File: src/rtl/mpu6050_axis_sequencer_if.sv
// Handshake bundle between the axis sequencer and the single-byte I2C read master.
// master: the sequencer side; slave: the I2C read master side.
interface mpu6050_axis_sequencer_if;
  logic       i2c_start;
  logic [7:0] i2c_reg_addr;
  logic [7:0] i2c_data;
  logic       i2c_data_valid;
  logic       i2c_ready;

  modport master (
    output i2c_start,
    output i2c_reg_addr,
    input  i2c_data,
    input  i2c_data_valid,
    input  i2c_ready
  );

  modport slave (
    input  i2c_start,
    input  i2c_reg_addr,
    output i2c_data,
    output i2c_data_valid,
    output i2c_ready
  );
endinterface

File: src/rtl/mpu6050_axis_sequencer.sv
// Scans six MPU6050 data registers through the I2C read master and publishes X/Y/Z atomically.
// Optional per-state watchdog enabled by defining SEQ_TIMEOUT_EN.
//
// state       | meaning
// IDLE        | scanning disabled, waiting for enable
// ISSUE       | start + register address driven, waiting for master idle
// WAIT_BUSY   | start held until the master leaves idle
// WAIT_DATA   | waiting for the rising edge of the data-valid level
// WAIT_DONE   | byte captured, waiting for the master to return to idle
// PUBLISH     | new axes visible with the one-cycle sample_valid strobe
// WAIT_PERIOD | inter-scan delay
module mpu6050_axis_sequencer #(
  parameter logic [7:0]  BASE_REG       = 8'h3B,
  parameter int unsigned PERIOD_CYCLES  = 1_000_000,
  parameter int unsigned TIMEOUT_CYCLES = 4_000_000
) (
  input  logic                               clk,
  input  logic                               reset,
  input  logic                               enable,
  mpu6050_axis_sequencer_if.master           bus,
  output logic [15:0]                        axis_x,
  output logic [15:0]                        axis_y,
  output logic [15:0]                        axis_z,
  output logic                               sample_valid,
  output logic                               busy,
  output logic                               error
);

  localparam logic [2:0] S_IDLE        = 3'd0;
  localparam logic [2:0] S_ISSUE       = 3'd1;
  localparam logic [2:0] S_WAIT_BUSY   = 3'd2;
  localparam logic [2:0] S_WAIT_DATA   = 3'd3;
  localparam logic [2:0] S_WAIT_DONE   = 3'd4;
  localparam logic [2:0] S_PUBLISH     = 3'd5;
  localparam logic [2:0] S_WAIT_PERIOD = 3'd6;

  // PUBLISH itself is the first cycle of the period, so the wait state covers PERIOD_CYCLES-1 cycles.
  localparam bit          PERIOD_SHORT = (PERIOD_CYCLES <= 1);
  localparam logic [31:0] PERIOD_LOAD  = PERIOD_SHORT ? 32'd0 : 32'(PERIOD_CYCLES - 2);
  localparam logic [31:0] TIMEOUT_LAST = 32'(TIMEOUT_CYCLES - 1);

  if (PERIOD_CYCLES == 0 || TIMEOUT_CYCLES == 0) begin : g_bad_params
    $error("PERIOD_CYCLES and TIMEOUT_CYCLES must be at least 1");
  end

  logic [2:0]  state, state_nx;
  logic [2:0]  byte_idx;
  logic [7:0]  addr_q;
  logic [47:0] byte_shift;
  logic        prev_valid;
  logic [31:0] period_cnt;
  logic        data_edge;
  logic        timeout_hit;

  assign data_edge        = bus.i2c_data_valid && !prev_valid;
  assign bus.i2c_start    = (state == S_ISSUE) || (state == S_WAIT_BUSY);
  assign bus.i2c_reg_addr = addr_q;
  assign busy             = (state != S_IDLE) && (state != S_WAIT_PERIOD);

`ifdef SEQ_TIMEOUT_EN
  logic [31:0] tcnt;
  logic        error_q;
  logic        in_wait;

  assign in_wait     = state inside {S_ISSUE, S_WAIT_BUSY, S_WAIT_DATA, S_WAIT_DONE};
  assign timeout_hit = in_wait && (tcnt == TIMEOUT_LAST);
  assign error       = error_q;
`else
  assign timeout_hit = 1'b0;
  assign error       = 1'b0;
`endif

  always_comb begin
    state_nx = state;
    case (state)
      S_IDLE:        if (enable) state_nx = S_ISSUE;
      S_ISSUE:       if (bus.i2c_ready) state_nx = S_WAIT_BUSY;
      S_WAIT_BUSY:   if (!bus.i2c_ready) state_nx = S_WAIT_DATA;
      S_WAIT_DATA:   if (data_edge) state_nx = S_WAIT_DONE;
      S_WAIT_DONE: begin
        if (bus.i2c_ready) begin
          if (byte_idx == 3'd5) state_nx = S_PUBLISH;
          else if (enable)      state_nx = S_ISSUE;
          else                  state_nx = S_IDLE;
        end
      end
      S_PUBLISH: begin
        if (!PERIOD_SHORT) state_nx = S_WAIT_PERIOD;
        else if (enable)   state_nx = S_ISSUE;
        else               state_nx = S_IDLE;
      end
      S_WAIT_PERIOD: begin
        if (!enable)              state_nx = S_IDLE;
        else if (period_cnt == 0) state_nx = S_ISSUE;
      end
      default:       state_nx = S_IDLE;
    endcase
    if (timeout_hit) state_nx = S_WAIT_PERIOD;
  end

  always_ff @(posedge clk) begin
    if (reset) begin
      state        <= S_IDLE;
      byte_idx     <= '0;
      addr_q       <= '0;
      byte_shift   <= '0;
      prev_valid   <= 1'b0;
      period_cnt   <= '0;
      axis_x       <= '0;
      axis_y       <= '0;
      axis_z       <= '0;
      sample_valid <= 1'b0;
`ifdef SEQ_TIMEOUT_EN
      tcnt         <= '0;
      error_q      <= 1'b0;
`endif
    end else begin
      state        <= state_nx;
      prev_valid   <= bus.i2c_data_valid;
      sample_valid <= 1'b0;

      if (state_nx == S_ISSUE && state != S_ISSUE) begin
        if (state == S_WAIT_DONE) begin
          byte_idx <= byte_idx + 3'd1;
          addr_q   <= BASE_REG + {5'd0, byte_idx} + 8'd1;
        end else begin
          byte_idx <= '0;
          addr_q   <= BASE_REG;
        end
      end else if (state_nx == S_IDLE) begin
        byte_idx <= '0;
      end

      // A full scan shifts in all six bytes, so stale bytes from an aborted scan never survive.
      if (state == S_WAIT_DATA && state_nx == S_WAIT_DONE)
        byte_shift <= {byte_shift[39:0], bus.i2c_data};

      if (state_nx == S_PUBLISH) begin
        axis_x       <= byte_shift[47:32];
        axis_y       <= byte_shift[31:16];
        axis_z       <= byte_shift[15:0];
        sample_valid <= 1'b1;
      end

      if (state_nx == S_WAIT_PERIOD && state != S_WAIT_PERIOD)
        period_cnt <= PERIOD_LOAD;
      else if (state == S_WAIT_PERIOD && period_cnt != 0)
        period_cnt <= period_cnt - 32'd1;

`ifdef SEQ_TIMEOUT_EN
      if (state_nx != state) tcnt <= '0;
      else if (in_wait)      tcnt <= tcnt + 32'd1;

      if (timeout_hit)               error_q <= 1'b1;
      else if (state_nx == S_PUBLISH) error_q <= 1'b0;
`endif
    end
  end

endmodule

File: src/flat_wrapper.sv
// flat-port wrapper written by rule: the top's interface ports become plain ports
module mpu6050_axis_sequencer_flat 
#(
  parameter logic [7:0]  BASE_REG       = 8'h3B,
  parameter int unsigned PERIOD_CYCLES  = 1_000_000,
  parameter int unsigned TIMEOUT_CYCLES = 4_000_000
)
  (clk, reset, enable, axis_x, axis_y, axis_z, sample_valid, busy, error, bus_i2c_start, bus_i2c_reg_addr, bus_i2c_data, bus_i2c_data_valid, bus_i2c_ready);
  mpu6050_axis_sequencer_if bus_i ();
  input  logic clk;
  input  logic reset;
  input  logic enable;
  output logic [15:0] axis_x;
  output logic [15:0] axis_y;
  output logic [15:0] axis_z;
  output logic sample_valid;
  output logic busy;
  output logic error;
  output wire logic [$bits(bus_i.i2c_start)-1:0] bus_i2c_start;
  output wire logic [$bits(bus_i.i2c_reg_addr)-1:0] bus_i2c_reg_addr;
  input wire logic [$bits(bus_i.i2c_data)-1:0] bus_i2c_data;
  input wire logic [$bits(bus_i.i2c_data_valid)-1:0] bus_i2c_data_valid;
  input wire logic [$bits(bus_i.i2c_ready)-1:0] bus_i2c_ready;
  assign bus_i2c_start = bus_i.i2c_start;
  assign bus_i2c_reg_addr = bus_i.i2c_reg_addr;
  assign bus_i.i2c_data = bus_i2c_data;
  assign bus_i.i2c_data_valid = bus_i2c_data_valid;
  assign bus_i.i2c_ready = bus_i2c_ready;
  mpu6050_axis_sequencer #(.BASE_REG(BASE_REG), .PERIOD_CYCLES(PERIOD_CYCLES), .TIMEOUT_CYCLES(TIMEOUT_CYCLES)) u_core (.clk(clk), .reset(reset), .enable(enable), .bus(bus_i), .axis_x(axis_x), .axis_y(axis_y), .axis_z(axis_z), .sample_valid(sample_valid), .busy(busy), .error(error));
endmodule
File: config.mk
export PLATFORM = sky130hd
export DESIGN_NAME = mpu6050_axis_sequencer_flat
export DESIGN_NICKNAME = d
export VERILOG_FILES = /design/src/rtl/mpu6050_axis_sequencer_if.sv /design/src/rtl/mpu6050_axis_sequencer.sv /design/src/flat_wrapper.sv
export SDC_FILE = /design/constraint.sdc
export NUM_CORES = 1
export LEC_CHECK = 0
export BUFFER_PORTS_ARGS = -buffer_cell sky130_fd_sc_hd__buf_4
export CORE_UTILIZATION = 57
export CTS_BUF_LIST = sky130_fd_sc_hd__clkbuf_8 sky130_fd_sc_hd__clkbuf_16
export DETAILED_ROUTE_END_ITERATION = 12
export PLACE_DENSITY = 0.79
export SLEW_MARGIN = 40
export SYNTH_ARGS = -nofsm -noshare
export SYNTH_HDL_FRONTEND = slang
export SYNTH_SLANG_ARGS = --single-unit
File: constraint.sdc
create_clock -name clk -period 2.55 [get_ports clk]
set_clock_uncertainty 0.05 [all_clocks]
set_input_delay 0.3825 -clock clk [delete_from_list [all_inputs] [get_ports clk]]
set_output_delay 0.3825 -clock clk [all_outputs]
set_load 0.02 [all_outputs]
==> impl_metrics.py, run 1 <==
metrics = {
    "status": {
        "run_status": "complete, no violations",
    },
    "setup_path": {
        "endpoint_kind": "register",
        "regToRegEndpoint": "u_core.byte_idx[2]",
        "cp_num_buf_inv": 0,
        "crit_chain": "or4_4 -> nor4b_4 -> nand4_4 -> a311o_1 -> nor2_2 -> a311oi_1",
        "cp-start-kind": "register",
        "worstSetupPathType": "reg -> reg",
        "ff2ff_path_depth": 6,
        "crit_path_top_delay_cell": "or4_4",
        "arrival_ns": 2.74,
        "critPathMaxFanout": 6,
        "cp_data_required_time_ns": 2.88,
        "critPathMaxStageDelay_ns": 0.59,
        "r2r_start": "u_core.period_cnt[9]",
        "r2r_slack_ns": 0.14,
        "critPathTopFamily": "simple AND/OR/NAND/NOR gates",
    },
    "pwr": {
        "p_seq_share_pct": 44.7,
        "p_total_mw": 5.13,
        "power.density_nw_per_um2": 729,
        "clkPwrFrac_pct": 50.3,
        "ir_drop_uv": 438,
        "combPwrFrac_pct": 4.9,
        "switchingPower_mw": 1.14,
        "p_leak_nw": 2.62,
        "p_sw_share_pct": 22.3,
        "p_int_mw": 3.98,
    },
    "cells_and_area": {
        "mostFrequentLayoutCells": "nand2_1 (206), dfxtp_1 (144), a21oi_1 (116)",
        "final_common_cell": "nand2_1",
        "post-route-util_pct": 71.9,
        "drive_gt1_share_pct": 16.5,
        "diodes": 0,
        "nFillCells": 762,
        "finalInstanceArea_um2": 7030,
        "final_cells": 917,
        "nNetsFinal": 789,
        "synthToLayoutAreaGrowth_pct": 22.7,
    },
    "sta": {
        "fin_setup_tns_ns": 0,
        "fmax_ghz": 0.415,
        "period_minus_slack_ns": 2.41,
        "finalHoldViolations": 0,
        "maxSlewHeadroom_pct": 66.4,
        "post-route-period-util_pct": 94.6,
        "worst_pin_slew_ns": 0.499,
        "whs_ns": 0.0508,
        "finalSetupViolations": 0,
        "fin_ws_ns": 0.138,
        "rsz0062_at_grt": "false",
        "slew_viol_final": 0,
    },
    "synthesis": {
        "yosysSeqAreaShare_pct": 50.3,
        "syn_area_per_cell_um2": 8.03,
        "yosysWarnings": 0,
        "async_flop_share_pct": 0,
        "syn_nets": 732,
        "synth_cell_types": 44,
        "syn_area_um2": 5730,
        "synth_ff_type": "dfxtp_1",
        "synth-edff-count": 0,
        "syn_inst": 714,
        "ys_ff_latch": 144,
    },
    "cts": {
        "cts_buffer_depth": 2,
        "cts_root_buf": "clkbuf_8",
        "clk_latency_ns": 0.52,
        "cts_hold_buf": 0,
        "path_clk_slew_ns": 0.06,
        "cts_sinks": 144,
        "cts_buffers": 17,
        "cts_resized": 0,
        "cts_tree": "done",
        "cts_setup_buffers": 0,
        "htree_levels": 4,
    },
    "detailed_routing": {
        "wirelength_mm": 13.3,
        "drc": 0,
        "vias": 5069,
        "firstDrtPassIters": 5,
        "drt_iter0_markers": 327,
        "wl_per_cell_um": 14.5,
        "post_drt_via_cell_ratio": 5.53,
        "ant_nets": 0,
    },
    "hold_path": {
        "hold_end": "u_core.prev_valid",
        "hold_path_class": "in -> reg",
        "holdCritStartpoint": "bus_i2c_data_valid",
        "min_path_cells": 2,
    },
    "die": {
        "die_h_um": 102,
        "initial_core_util_pct": 58.6,
        "core_um2": 9770,
        "dieArea_um2": 10500,
        "fp-row-count": 36,
        "ios": 73,
        "chipWidth_um": 102,
    },
    "global_routing": {
        "grt_overflow": 0,
        "antenna_found_initial": 0,
        "grt_pass1_wl_mm": 21.4,
        "grt_pass1_vias": 4658,
        "track_usage_pct": 26.4,
        "grt_max_degree": 100,
    },
    "placed_design": {
        "postPlaceCellArea_um2": 6390,
        "dp_hpwl_mm": 8.45,
        "place.gp.congestion": 0.861,
        "port_buffers": 71,
        "dp_cells": 885,
        "dp_slack_ns": 0.0436,
    },
    "run": {
        "maxCapViolCount": 0,
    },
}
-- final cells by class --
class / count / area (um2) / area share, %
sequential: 144 / 2880 / 41.0
multi-input combinational: 518 / 2690 / 38.2
timing repair buffer: 84 / 656 / 9.32
clock buffer: 18 / 428 / 6.09
clock inverter: 14 / 189 / 2.69
tap: 133 / 166 / 2.37
inverter: 6 / 22.5 / 0.320
-- logic make-up (layout without fill, tap and decap cells) --
family	after synthesis	after routing	synth area share, %
AO/OA/AOI/OAI	150	150	14.4
XOR/XNOR	33	33	5.04
adder cells (fa/ha/maj)	5	5	1.09
buffers and inverters	52	122	3.47
flip-flops	144	144	50.3
other	1	1	0.0654
AND/OR/NAND/NOR	329	329	25.6
-- worst max-delay path by stage --
stage	from	endpoint	depth (start not counted)
after global routing	u_core.period_cnt[9]	u_core.byte_idx[2]	6
after global placement	u_core.period_cnt[9]	u_core.bus.i2c_reg_addr[0]	6
after floorplan	u_core.period_cnt[9]	u_core.bus.i2c_reg_addr[0]	6
after CTS	u_core.period_cnt[9]	u_core.bus.i2c_reg_addr[0]	6
after detailed placement	u_core.period_cnt[9]	u_core.bus.i2c_reg_addr[0]	6
final	u_core.period_cnt[9]	u_core.byte_idx[2]	6
-- synth_stat cells, drive strengths merged, types with 6 or more instances --
cell type    n  area [um2]
nor2        41         156
clkbuf      42         158
nand2      206         773
dfxtp      144        2880
xnor2       12         105
nand2b       8        50.1
a21oi      116         581
inv          6        22.5
nor2b        6        37.5
o21ai       11        55.1
nor4         8        56.3
xor2        21         184
nand4       10        68.8
nand3       12        60.1
nor3        12        60.1
-- state kept, by name (all words and copies together), names as in the netlist --
signal,count
u_core.sample_valid,1
u_core.axis_x,16
u_core.byte_idx,3
u_core.prev_valid,1
u_core.byte_shift,48
u_core.period_cnt,32
u_core.axis_z,16
u_core.axis_y,16
u_core.state,3
u_core.bus.i2c_reg_addr,8
-- power by group through the flow --
stage	clock [mW]	combinational [mW]	sequential [mW]
detailed placement	0	0.241	2.34
global placement	0	0.235	2.34
global route	2.71	0.270	2.30
floorplan	0	0.145	2.35
CTS	2.60	0.243	2.29
finish	2.58	0.252	2.30
-- worst reg2reg max path: stages, from the launching register on --
cell and delay [ns]:
dfxtp_1 0.35, or4_4 0.59, nor4b_4 0.37, nand4_4 0.19
a311o_1 0.39, nor2_2 0.20, a311oi_1 0.12
-- routing by layer --
layer | global-route usage, % | share of wire, %
met1 | 35.2 | 46
met2 | 42.2 | 49
met3 | 6.43 | 4.0
met4 | 8.68 | 0.63
met5 | 0 | 0
No activity file was read; power rests on OpenSTA's default activity.
==> run 2: changes to the inputs <==
Settings changed: CORE_UTILIZATION 57 to 52, PLACE_DENSITY 0.79 to 0.76, SETUP_SLACK_MARGIN set to 0.15.
Clock period 2.55 ns to 2 ns, I/O delays scaled along.
==> run 2 against run 1 <==
  * The run now ends with setup timing left
  * Critical path depth is the same
  * Sequential cell count unchanged
  * Wire length increased by 13%
  * Count of clock-buffer cells in the layout grew 1
  * Register-to-register slack worse by 0.41 ns
  * Critical path type unchanged
  * Largest cell class is now multi-input combinational cells
  * Largest power group unchanged
==> impl_metrics.py, run 2 (synthesized netlist as in run 1, its figures left out) <==
metrics = {
    "global_routing": {
        "grt_overflow": 0,
        "antenna_found_initial": 0,
        "grt_pass1_vias": 5189,
        "grt_max_degree": 105,
        "grt_pass1_wl_mm": 24.0,
        "track_usage_pct": 26.4,
    },
    "die": {
        "core_um2": 10500,
        "die_h_um": 107,
        "chipWidth_um": 107,
        "dieArea_um2": 11400,
        "initial_core_util_pct": 54.5,
        "ios": 73,
        "fp-row-count": 37,
    },
    "cts": {
        "path_clk_slew_ns": 0.06,
        "clk_latency_ns": 0.53,
        "cts_root_buf": "clkbuf_8",
        "cts_tree": "done",
        "cts_buffer_depth": 2,
        "htree_levels": 4,
        "cts_sinks": 144,
        "cts_buffers": 17,
    },
    "placed_design": {
        "dp_hpwl_mm": 9.17,
        "port_buffers": 71,
        "dp_slack_ns": -0.247,
        "place.gp.congestion": 0.886,
    },
    "cells_and_area": {
        "mostFrequentLayoutCells": "nand2_1 (203), dfxtp_1 (138), buf_4 (126)",
        "top_regs": "u_core.byte_shift x48, u_core.period_cnt x32",
        "synthToLayoutAreaGrowth_pct": 38.9,
        "nNetsFinal": 858,
        "diodes": 0,
        "final_common_cell": "nand2_1",
        "post-route-util_pct": 75.7,
        "drive_gt1_share_pct": 27.4,
        "largest_register_ffs": 48,
        "top_register": "u_core.byte_shift",
    },
    "setup_path": {
        "crit_path_top_delay_cell": "or4_4",
        "worstSetupPathType": "reg -> reg",
        "critPathMaxFanout": 5,
        "critPathMaxStageDelay_ns": 0.56,
        "arrival_ns": 2.63,
        "cp-start-kind": "register",
        "endpoint_kind": "register",
        "cp_data_required_time_ns": 2.36,
        "crit_chain": "or4_4 -> nor4b_4 -> nand4_4 -> a311o_1 -> nor2_2 -> a311oi_1",
    },
    "sta": {
        "fin_ws_ns": -0.275,
        "fin_setup_tns_ns": -7.03,
        "whs_ns": 0.0474,
        "post-route-period-util_pct": 114,
        "rsz0062_at_grt": "true",
        "slew_viol_final": 0,
        "worst_pin_slew_ns": 0.502,
        "fmax_ghz": 0.440,
        "finalSetupViolations": 43,
        "period_minus_slack_ns": 2.28,
        "finalHoldViolations": 0,
        "maxSlewHeadroom_pct": 66.5,
    },
    "hold_path": {
        "hold_path_class": "in -> reg",
    },
    "detailed_routing": {
        "post_drt_via_cell_ratio": 5.49,
        "wl_per_cell_um": 15.2,
        "ant_nets": 0,
        "drc": 0,
        "firstDrtPassIters": 5,
        "vias": 5429,
        "drt_iter0_markers": 357,
        "wirelength_mm": 15.0,
    },
    "run": {
        "maxCapViolCount": 0,
    },
    "status": {
        "violations": "setup timing",
        "run_status": "finished, violations left",
    },
    "pwr": {
        "power.density_nw_per_um2": 841,
        "ir_drop_uv": 616,
        "p_total_mw": 6.69,
        "p_leak_nw": 3.03,
    },
}
## run 2: layer usage
| metal | part of all wire [%] | GRT usage, % | up-vias | wire [um] |
|---|---|---|---|---|
| met5 | 0 | 0 | - | 0 |
| met4 | 2.1 | 9.39 | 0 | 310 |
| met3 | 4.7 | 5.41 | 36 | 700 |
| met2 | 50 | 43.7 | 161 | 7450 |
| met1 | 44 | 34.2 | 2579 | 6540 |
| li1 | - | - | 2653 | - |
## run 2: repair_timing
| action | CTS | global route |
|---|---|---|
| pin swaps | 20 | 31 |
| hold buffers | 8 | 1 |
| gates cloned | 1 | 0 |
| setup endpoints to repair | 47 | 47 |
| gates resized for setup | 39 | 38 |
| endpoints found under the hold margin | 8 | 1 |
| buffers inserted | 8 | 6 |
## run 2: worst max-delay path, delay by kind of cell (launching register included)
kind | cells | cell delay [ns]
AOI/OAI and AO/OA | 2 | 0.50
DFF | 1 | 0.32
and+or+nand+nor | 4 | 1.28
## run 2: worst paths after layout
| path | from | to | slack, ns | cells after the start |
|---|---|---|---|---|
| setup / recovery | u_core.period_cnt[11] | u_core.byte_idx[2] | -0.28 | 6 |
| hold / removal | enable | u_core.state[2] | 0.05 | 3 |
| setup reg to reg | u_core.period_cnt[11] | u_core.byte_idx[2] | -0.28 | 6 |
| hold reg to reg | u_core.axis_x[12] | u_core.axis_x[12] | 0.40 | 2 |
## run 2: power by group
part | internal [mW] | switching, mW | total, mW
clock | 2.10 | 1.24 | 3.34
sequential | 2.90 | 0.0214 | 2.92
combinational | 0.192 | 0.241 | 0.433
## run 2: cell type report
cell class / count / area (um2)
Clock inverter: 13 / 183
Sequential cell: 144 / 2890
Fill cell: 727 / 2550
Clock buffer: 19 / 442
Timing Repair Buffer: 153 / 1290
Tap cell: 136 / 170
Multi-Input combinational cell: 518 / 2960
Inverter: 6 / 22.5
## run 2: stage by stage
step / area, um2 / instances
floorplan: 5760 / 714
global placement: 6810 / 934
detailed placement: 6810 / 934
CTS: 7740 / 983
global route: 7960 / 989
finish: 7960 / 989
==> run 3: changes to the inputs <==
Settings changed: CORE_MARGIN set to 8, CTS_BUF_LIST sky130_fd_sc_hd__clkbuf_8 sky130_fd_sc_hd__clkbuf_16 to sky130_fd_sc_hd__clkbuf_4 sky130_fd_sc_hd__clkbuf_8 sky130_fd_sc_hd__clkbuf_16, MAX_ROUTING_LAYER set to met4.
==> run 3 against run 2 <==
  * The flow still finishes with violations (setup timing)
  * Wire length up 4.6%
  * Maximum frequency up 3.4%
  * Global-route usage down 4.4 points
  * Design area about the same
  * Count of clock-buffer cells in the layout up 2
  * Setup slack improved by 0.074 ns
  * Via count increased by 0.44%
  * Worst hold slack improved by 0.063 ns
  * Final cell count grew 0.51%
  * Critical endpoint is now u_core.bus.i2c_reg_addr[0]
  * Largest cell class unchanged
  * Largest power group unchanged
==> impl_metrics.py, run 3 (synthesized netlist as in run 1, its figures left out) <==
metrics = {
    "status": {
        "run_status": "finished, violations left",
        "violations": "setup timing",
    },
    "cts": {
        "path_clk_slew_ns": 0.06,
        "clk_latency_ns": 0.53,
        "cts_tree": "done",
        "htree_levels": 4,
        "cts_root_buf": "clkbuf_8",
        "cts_buffer_depth": 2,
        "cts_sinks": 144,
        "cts_buffers": 17,
    },
    "die": {
        "chipWidth_um": 121,
        "die_h_um": 121,
        "fp-row-count": 38,
        "initial_core_util_pct": 53.1,
        "ios": 73,
        "dieArea_um2": 14600,
        "core_um2": 10800,
    },
    "sta": {
        "fin_ws_ns": -0.201,
        "post-route-period-util_pct": 110,
        "maxSlewHeadroom_pct": 53.0,
        "worst_pin_slew_ns": 0.697,
        "fmax_ghz": 0.454,
        "finalHoldViolations": 0,
        "fin_setup_tns_ns": -3.59,
        "rsz0062_at_grt": "true",
        "period_minus_slack_ns": 2.20,
        "slew_viol_final": 0,
        "finalSetupViolations": 34,
    },
    "placed_design": {
        "dp_cells": 933,
        "dp_slack_ns": -0.234,
        "port_buffers": 71,
        "place.gp.congestion": 0.850,
        "dp_hpwl_mm": 9.68,
    },
    "run": {
        "maxCapViolCount": 0,
    },
    "detailed_routing": {
        "post_drt_via_cell_ratio": 5.49,
        "firstDrtPassIters": 5,
        "ant_nets": 0,
        "drc": 0,
        "wirelength_mm": 15.7,
        "vias": 5453,
        "drt_iter0_markers": 395,
        "wl_per_cell_um": 15.8,
    },
    "cells_and_area": {
        "largest_register_ffs": 48,
        "drive_gt1_share_pct": 27.8,
        "top_regs": "u_core.byte_shift x48, u_core.period_cnt x32",
        "nFillCells": 741,
        "final_cells": 994,
        "mostFrequentLayoutCells": "nand2_1 (202), dfxtp_1 (136), buf_4 (124)",
        "top_register": "u_core.byte_shift",
        "nNetsFinal": 861,
        "diodes": 0,
        "final_common_cell": "nand2_1",
        "synthToLayoutAreaGrowth_pct": 39.0,
    },
    "hold_path": {
        "hold_path_class": "in -> reg",
    },
    "global_routing": {
        "grt_max_degree": 91,
        "track_usage_pct": 22.0,
        "grt_pass1_wl_mm": 25.6,
        "grt_pass1_vias": 5402,
        "antenna_found_initial": 0,
        "grt_overflow": 0,
    },
    "setup_path": {
        "cp-start-kind": "register",
        "worstSetupPathType": "reg -> reg",
        "endpoint_kind": "register",
        "arrival_ns": 2.62,
        "cp_data_required_time_ns": 2.42,
        "critPathMaxFanout": 6,
    },
    "pwr": {
        "p_leak_nw": 3.05,
        "ir_drop_uv": 547,
        "power.density_nw_per_um2": 803,
        "p_total_mw": 6.39,
    },
}
run 3: cell types whose count changed in the layout (fill, tap and decap cells not counted), sizes merged:
cell / before / now
bufinv: 4 / 2
clkinvlp: 1 / 2
clkbuf: 19 / 22
dlygate4sd3: 9 / 10
buf: 144 / 145
inv: 9 / 6
run 3: repair_timing:
action / CTS / global route
hold endpoints to repair: 10 / 0
buffers inserted: 13 / 7
hold buffers: 10 / 0
gates resized for setup: 45 / 35
setup endpoints to repair: 47 / 96
pin swaps: 25 / 45
cloned: 0 / 1
run 3: area by class of cell:
class | instances | area, um2 | area share (%)
Multi-Input combinational cell | 518 | 2960 | 37.2
Tap cell | 140 | 175 | 2.20
Inverter | 6 | 22.5 | 0.283
Sequential cell | 144 | 2890 | 36.3
Timing Repair Buffer | 156 | 1350 | 16.9
Clock buffer | 21 | 457 | 5.73
Clock inverter | 9 | 111 | 1.40
run 3: path summary, 6_finish.rpt:
check / from / to / slack (ns) / depth (start not counted)
hold reg to reg: u_core.axis_y[2] / u_core.axis_y[2] / 0.40 / 2
setup reg to reg: u_core.period_cnt[11] / u_core.bus.i2c_reg_addr[0] / -0.20 / 6
setup / recovery: u_core.period_cnt[11] / u_core.bus.i2c_reg_addr[0] / -0.20 / 6
hold / removal: reset / u_core.period_cnt[9] / 0.11 / 2
run 3: per-layer routing:
layer  global-route usage, %  up-vias  part of all wire [%]
li1                        -     2650                     -
met1                    25.5     2610                    43
met2                    36.1      167                    50
met3                    5.44       26                   5.3
met4                    8.59        0                   1.9
met5                       -        -                     0
run 3: metrics by stage:
step                util, %  instance area, um2  hold slack, ns
floorplan                 -                5760           0.378
global placement       62.7                6770           0.392
detailed placement     62.7                6770           0.399
CTS                    71.6                7730          0.0914
global route           73.8                7970          0.0999
finish                 73.8                7970           0.111
run 3: power breakdown:
group / switching, mW / internal (mW)
Clock: 1.17 / 1.85
Combinational: 0.246 / 0.208
Sequential: 0.0171 / 2.90
run 3: worst max-delay path, stage by stage (launching register included):
cell and delay [ns]:
dfxtp_2 0.32, or4_4 0.54, nor4b_4 0.25, nand4_2 0.19, a311o_1 0.41, nor2_4 0.18
o221a_1 0.20
